[src/rtl/glb_stream_reader.sv]
// Purpose: read-side sequencer for one GLB; walks base_addr for length words and streams them out.
// Latency: start edge -> read_req next cycle; each word is captured on the edge closing its read and is valid the cycle after.
// Backpressure: out_ready stalls the FIFO head; credits (count + inflight) gate read_req so the FIFO never overflows.
// Build option: define GLB_RD_STRIDE_EN to add a per-transfer address stride port (default build steps by 1).

// Small capture FIFO: power-of-two depth, registered head, occupancy count exported for credit checks.
module glb_rd_fifo #(
  parameter int W     = 16,
  parameter int DEPTH = 4
) (
  input  logic                     clk,
  input  logic                     reset,
  input  logic                     push_vld,
  input  logic [W-1:0]             push_dat,
  input  logic                     pop_rdy,
  output logic                     head_vld,
  output logic [W-1:0]             head_dat,
  output logic [$clog2(DEPTH):0]   count
);

  localparam int AW = $clog2(DEPTH);
  localparam int CW = AW + 1;
  localparam logic [AW-1:0] PTR_ONE = AW'(1);
  localparam logic [CW-1:0] CNT_ONE = CW'(1);

  logic [W-1:0]  mem_q [DEPTH];
  logic [W-1:0]  mem_d [DEPTH];
  logic [AW-1:0] wr_ptr_q, wr_ptr_d;
  logic [AW-1:0] rd_ptr_q, rd_ptr_d;
  logic [CW-1:0] count_q, count_d;
  logic          pop;

  assign head_vld = (count_q != '0);
  assign head_dat = mem_q[rd_ptr_q];
  assign count    = count_q;
  assign pop      = head_vld && pop_rdy;

  // Next-state for storage, pointers and occupancy; push and pop together leave the count alone.
  always_comb begin
    mem_d    = mem_q;
    wr_ptr_d = wr_ptr_q;
    rd_ptr_d = rd_ptr_q;
    count_d  = count_q;
    if (push_vld) begin
      mem_d[wr_ptr_q] = push_dat;
      wr_ptr_d        = wr_ptr_q + PTR_ONE;
    end
    if (pop) begin
      rd_ptr_d = rd_ptr_q + PTR_ONE;
    end
    case ({push_vld, pop})
      2'b10:   count_d = count_q + CNT_ONE;
      2'b01:   count_d = count_q - CNT_ONE;
      default: count_d = count_q;
    endcase
  end

  // Storage cleared on reset so the idle head reads as zero.
  always_ff @(posedge clk or posedge reset) begin
    if (reset) begin
      for (int i = 0; i < DEPTH; i++) begin
        mem_q[i] <= '0;
      end
      wr_ptr_q <= '0;
      rd_ptr_q <= '0;
      count_q  <= '0;
    end else begin
      mem_q    <= mem_d;
      wr_ptr_q <= wr_ptr_d;
      rd_ptr_q <= rd_ptr_d;
      count_q  <= count_d;
    end
  end

endmodule

module glb_stream_reader #(
  parameter int DATA_BITWIDTH = 16,
  parameter int ADDR_BITWIDTH = 10,
  parameter int FIFO_DEPTH    = 4
) (
  input  logic                     clk,
  input  logic                     reset,
  input  logic                     start,
  input  logic [ADDR_BITWIDTH-1:0] base_addr,
  input  logic [ADDR_BITWIDTH:0]   length,
`ifdef GLB_RD_STRIDE_EN
  input  logic [ADDR_BITWIDTH-1:0] stride,
`endif
  output logic                     busy,
  output logic                     done,
  output logic                     read_req,
  output logic [ADDR_BITWIDTH-1:0] r_addr,
  input  logic [DATA_BITWIDTH-1:0] r_data,
  output logic [DATA_BITWIDTH-1:0] out_data,
  output logic                     out_valid,
  input  logic                     out_ready
);

  localparam int CW = $clog2(FIFO_DEPTH) + 1;
  localparam logic [CW:0]            DEPTH_CREDITS = (CW+1)'(FIFO_DEPTH);
  localparam logic [CW-1:0]          CNT_ONE       = CW'(1);
  localparam logic [ADDR_BITWIDTH:0] REM_ONE       = (ADDR_BITWIDTH+1)'(1);

  typedef enum logic [1:0] {
    S_IDLE  = 2'd0,
    S_ISSUE = 2'd1,
    S_DRAIN = 2'd2,
    S_DONE  = 2'd3
  } state_e;

  state_e                     state_q, state_d;
  logic [ADDR_BITWIDTH-1:0]   addr_q, addr_d;
  logic [ADDR_BITWIDTH-1:0]   r_addr_q, r_addr_d;
  logic [ADDR_BITWIDTH:0]     remain_q, remain_d;
  logic                       read_req_q, read_req_d;
  logic                       busy_q, busy_d;
  logic                       done_q, done_d;

  logic [ADDR_BITWIDTH-1:0]   step_new;
  logic [ADDR_BITWIDTH-1:0]   step_cur;
  logic [CW-1:0]              fifo_count;
  logic [CW:0]                credit_used;
  logic                       inflight;
  logic                       credit_ok;
  logic                       pop;
  logic                       drain_clear;

`ifdef GLB_RD_STRIDE_EN
  logic [ADDR_BITWIDTH-1:0]   step_q, step_d;

  // Stride is captured only when a start is accepted and held for the whole transfer.
  always_comb begin
    step_d = step_q;
    if (state_q == S_IDLE && start) begin
      step_d = stride;
    end
  end

  // Stride register.
  always_ff @(posedge clk or posedge reset) begin
    if (reset) begin
      step_q <= '0;
    end else begin
      step_q <= step_d;
    end
  end

  assign step_new = stride;
  assign step_cur = step_q;
`else
  assign step_new = ADDR_BITWIDTH'(1);
  assign step_cur = ADDR_BITWIDTH'(1);
`endif

  // A read on the bus this cycle returns its word at the closing edge, so it already owns a FIFO slot.
  assign inflight    = read_req_q;
  assign pop         = out_valid && out_ready;
  assign credit_used = {1'b0, fifo_count} + {{CW{1'b0}}, inflight};
  assign credit_ok   = (credit_used < DEPTH_CREDITS);
  // Finished once nothing is returning and the FIFO empties at this edge (last word handshaking now).
  assign drain_clear = !inflight &&
                       ((fifo_count == '0) || ((fifo_count == CNT_ONE) && pop));

  // Sequencer next-state: address walk, remaining-read count and the registered outputs.
  always_comb begin
    state_d    = state_q;
    addr_d     = addr_q;
    r_addr_d   = r_addr_q;
    remain_d   = remain_q;
    read_req_d = 1'b0;
    case (state_q)
      S_IDLE: begin
        if (start) begin
          if (length != '0) begin
            state_d    = S_ISSUE;
            read_req_d = 1'b1;
            r_addr_d   = base_addr;
            addr_d     = base_addr + step_new;
            remain_d   = length - REM_ONE;
          end else begin
            state_d = S_DONE;
          end
        end
      end
      S_ISSUE: begin
        if (remain_q == '0) begin
          state_d = S_DRAIN;
        end else if (credit_ok) begin
          read_req_d = 1'b1;
          r_addr_d   = addr_q;
          addr_d     = addr_q + step_cur;
          remain_d   = remain_q - REM_ONE;
        end
      end
      S_DRAIN: begin
        if (drain_clear) begin
          state_d = S_DONE;
        end
      end
      S_DONE: begin
        state_d = S_IDLE;
      end
      default: begin
        state_d = S_IDLE;
      end
    endcase
    busy_d = (state_d != S_IDLE);
    done_d = (state_d == S_DONE);
  end

  // Sequencer state and registered outputs; reset abandons any transfer without a done pulse.
  always_ff @(posedge clk or posedge reset) begin
    if (reset) begin
      state_q    <= S_IDLE;
      addr_q     <= '0;
      r_addr_q   <= '0;
      remain_q   <= '0;
      read_req_q <= 1'b0;
      busy_q     <= 1'b0;
      done_q     <= 1'b0;
    end else begin
      state_q    <= state_d;
      addr_q     <= addr_d;
      r_addr_q   <= r_addr_d;
      remain_q   <= remain_d;
      read_req_q <= read_req_d;
      busy_q     <= busy_d;
      done_q     <= done_d;
    end
  end

  assign read_req = read_req_q;
  assign r_addr   = r_addr_q;
  assign busy     = busy_q;
  assign done     = done_q;

  // Returned words are written unconditionally; the credit check above guarantees room.
  glb_rd_fifo #(
    .W     (DATA_BITWIDTH),
    .DEPTH (FIFO_DEPTH)
  ) u_fifo (
    .clk      (clk),
    .reset    (reset),
    .push_vld (inflight),
    .push_dat (r_data),
    .pop_rdy  (out_ready),
    .head_vld (out_valid),
    .head_dat (out_data),
    .count    (fifo_count)
  );

endmodule

[config.mk]
export PLATFORM = sky130hd
export DESIGN_NAME = glb_stream_reader
export DESIGN_NICKNAME = d
export VERILOG_FILES = /design/src/rtl/glb_stream_reader.sv
export SDC_FILE = /design/constraint.sdc
export NUM_CORES = 1
export LEC_CHECK = 0
export ABC_CLOCK_PERIOD_IN_PS = 5600
export CAP_MARGIN = 30
export CORE_UTILIZATION = 25
export DETAILED_ROUTE_END_ITERATION = 12
export PLACE_DENSITY = 0.45
export SYNTH_ARGS = -nofsm -noshare
export SYNTH_HDL_FRONTEND = slang
export SYNTH_HIERARCHICAL = 1
export SYNTH_SLANG_ARGS = --single-unit
[constraint.sdc]
create_clock -name clk -period 5.6 [get_ports clk]
set_clock_uncertainty 0.2 [all_clocks]
set_input_delay 1.4 -clock clk [delete_from_list [all_inputs] [get_ports clk]]
set_output_delay 1.4 -clock clk [all_outputs]
set_load 0.02 [all_outputs]
==> impl_metrics.toml <==
[worst_hold_path]
min_path_cells = 2
min_from = "r_addr[3]$_DFFE_PP0P_"
whs_endpoint = "r_addr[3]$_DFFE_PP0P_"
hold_path.class = "flip-flop to flip-flop"

[die]
die_h_um = 154.4
core_mm2 = 0.02271
initial_utilization = 0.2556
fp-row-count = 55
num_io_pins = 71
die_w_um = 154.4
die_area_mm2 = 0.02384

[clocking]
post-cts-setup-buffer-count = 0
h-tree-depth = 3
cts_buffers = 9
clk_pin_slew_ps = 80
cts_root_buf = "clkbuf_16"
cts_resized = 0
clockBufferDepth = 2
cts.sinks = 107
cts_tree = "built"
clkLatencyLatePin_ps = 350
ctsHoldBuffers = 0

[power]
vdd_drop_max_uv = 296.5
p_leak_nw = 3.018
power.total_w = 0.004844
p_int_w = 0.002857
p_seq_frac = 0.312
combPwrFrac = 0.554
swShare = 0.4101
power_density_mw_per_mm2 = 688.3
p_clk_frac = 0.134
switching_power_w = 0.001986

[timing]
maxSlewHeadroom = 0.3953
period_minus_slack_ps = 4160
slew_violations = 0
rsz0062_at_grt = "false"
tightest_slew_ps = 907.0
setup_viol = 0
fin_crit_sh = 0.7428
layout_setup_ws_ps = 1440
fmaxAchievable_mhz = 240.4
hold_viol = 0
fin_tns_setup_ps = 0

[synthesis]
synth_edf_count = 0
syn_nets = 519
synth_common_cells = "107 x dfrtp_1, 44 x nand2_1, 41 x mux2_4, 28 x mux2_2, 24 x a21oi_1"
syn_area_per_cell_um2 = 12.35
yosysWarnings = 6
synth.top_cell.area_share = 0.4612
synthesis.area_mm2 = 0.005806
ys_seq_area_frac = 0.4612
synth_ff_type = "dfrtp_1"
async_flop_share = 1.000
syn_inst = 470
synth_top_cell_by_area = "dfrtp_1"
ys_seq_elements = 107
synth_area_leaders = "dfrtp_1 46%, mux2_4 11%, mux2_2 5.4%"
synth_most_common_cell = "dfrtp_1"
synth.distinct_cells = 62

[grt]
grt_pass1_wl_mm = 22.80
grt_usage = 0.1223
grt_pass1_vias = 4166
overflow = 0
antenna_found_initial = 0
grt_max_degree = 44

[detailed_routing]
avgViaCountPerCell = 4.744
drt_drc_violations_left = 0
wl_per_cell_um = 16.75
vias = 3890
drtIter0Drc = 121
detail_route.wirelength_mm = 13.73
first_pass_iters = 4
detail-route-antenna-nets = 0

[setup_path]
path_delay_family = "flip-flops"
cp_cell_sequence = "mux4_1 > clkdlybuf4s50_1"
worstReg2RegStart = "state_q[1]$_DFF_PP0_"
startpoint_type = "flip-flop"
critPathBufInv = 1
path_max_fanout = 17
arrival_ps = 2560
critical_path_class = "flip-flop to primary output"
slowest_delay_ps = 940
r2r_slack_ps = 2590
slowest_stage = "dfrtp_1"
ff2ff_path_depth = 7
critical_path_required_ps = 4000
end_kind = "primary output"
rr_endpoint = "addr_q[8]$_DFFE_PP0P_"

[placed_design]
dp_hpwl_mm = 9.096
dp_slack_ps = 1356
place.gp.congestion = 0.7952
portBuffers = 70

[final_layout]
multiInputGateArea_mm2 = 0.002883
fill_cells = 2282
fin_nets = 579
antenna_cells = 0
seq_area_mm2 = 0.002678
utilization = 0.3099
layout-drive-gt1-share = 0.2056
syn_to_final_growth_pct = 21.21

[outcome]
status = "finished clean"

[flow_run]
cap_violations = 0
-- per-layer routing --
metal | vias up | global-route usage | wire [um]
li1 | 1830 | - | -
met1 | 1973 | 0.1512 | 6336
met2 | 79 | 0.2052 | 6439
met3 | 8 | 0.04371 | 839
met4 | 0 | 0.02499 | 116
met5 | - | 0 | 0
-- cells by family after synthesis --
logic type                 after synthesis  share of synthesized area
muxes                                  104                     0.2623
and+or+nand+nor                        125                     0.1181
buffers and inverters                   40                    0.04267
adders and majority gates                8                    0.01853
AOI/OAI and AO/OA                       77                    0.08362
xor gates and xnor gates                 9                    0.01358
DFF                                    107                     0.4612
-- area by class of cell --
type,count,area share
Inverter,14,0.007468
Sequential cell,107,0.3805
Tap cell,285,0.05068
Timing Repair Buffer,75,0.1078
Multi-Input combinational cell,323,0.4097
Clock buffer,10,0.03396
Clock inverter,6,0.009957
-- layout by cell type, fill, tap and decap left out, drive strengths merged, types with 2 or more instances in the layout --
cell and n:
nand3 8, xor2 7, a21o 2, clkdlybuf4s50 70, o32ai 5, nor4 3
mux4 16, clkinv 4, and3 3, nor3 11, mux2 69, dfrtp 107
clkbuf 10, ha 7, mux2i 19, o21a 3, or3 7, xnor2 2
nor2b 4, o31ai 4, nor2 21, a31oi 5, and2 4, inv 16
o22ai 2, o21ai 18, or4 3, nand2 48, buf 5, a211oi 3
nand2b 6, a21oi 24
-- registers in the layout, indices dropped and copies added (netlist names) --
name / flops
done: 1
r_addr: 10
state_q: 2
read_req: 1
u_fifo/count: 3
remain_q: 11
u_fifo/rd_ptr_q: 2
busy: 1
u_fifo/wr_ptr_q: 2
addr_q: 10
u_fifo/mem_q: 64
-- worst max path at each step --
stage                                              start                           to  slack (ps)  cells past startpoint
after floorplan                                    reset  u_fifo/count[0]$_DFFE_PP0P_        2200                      1
after global placement                         length[2]      remain_q[7]$_DFFE_PP0P_        1420                      8
after detailed placement                       length[2]      remain_q[7]$_DFFE_PP0P_        1360                      8
after CTS                 u_fifo/rd_ptr_q[1]$_DFFE_PP0P_                  out_data[9]        1410                      2
after global routing      u_fifo/rd_ptr_q[1]$_DFFE_PP0P_                  out_data[9]        1340                      2
final                     u_fifo/rd_ptr_q[1]$_DFFE_PP0P_                  out_data[9]        1440                      2
-- tightest hold or removal path: stages, from the launching register on --
cell	delay, ps
dfrtp_1	350
nand2_1	50
o21ai_0	60
-- power groups by stage --
stage	sequential, W	clock, W	combinational, W
2_1_floorplan	0.00141	0	0.00208
3_3_place_gp	0.00153	0	0.00264
3_5_place_dp	0.00153	0	0.00270
4_1_cts	0.00152	0.000681	0.00272
5_1_grt	0.00157	0.000715	0.00295
6_report	0.00151	0.000647	0.00268
-- through the flow --
stage	hold slack [ps]	cell area, um2	cells
after floorplan	267.5	5806	470
after global placement	266.1	6700	803
after CTS	296.8	7037	820
after global routing	317.8	7037	820
final	285.4	7037	820
after detailed placement	278.5	6728	804
Note: power is estimated with default switching activity, not from simulation.
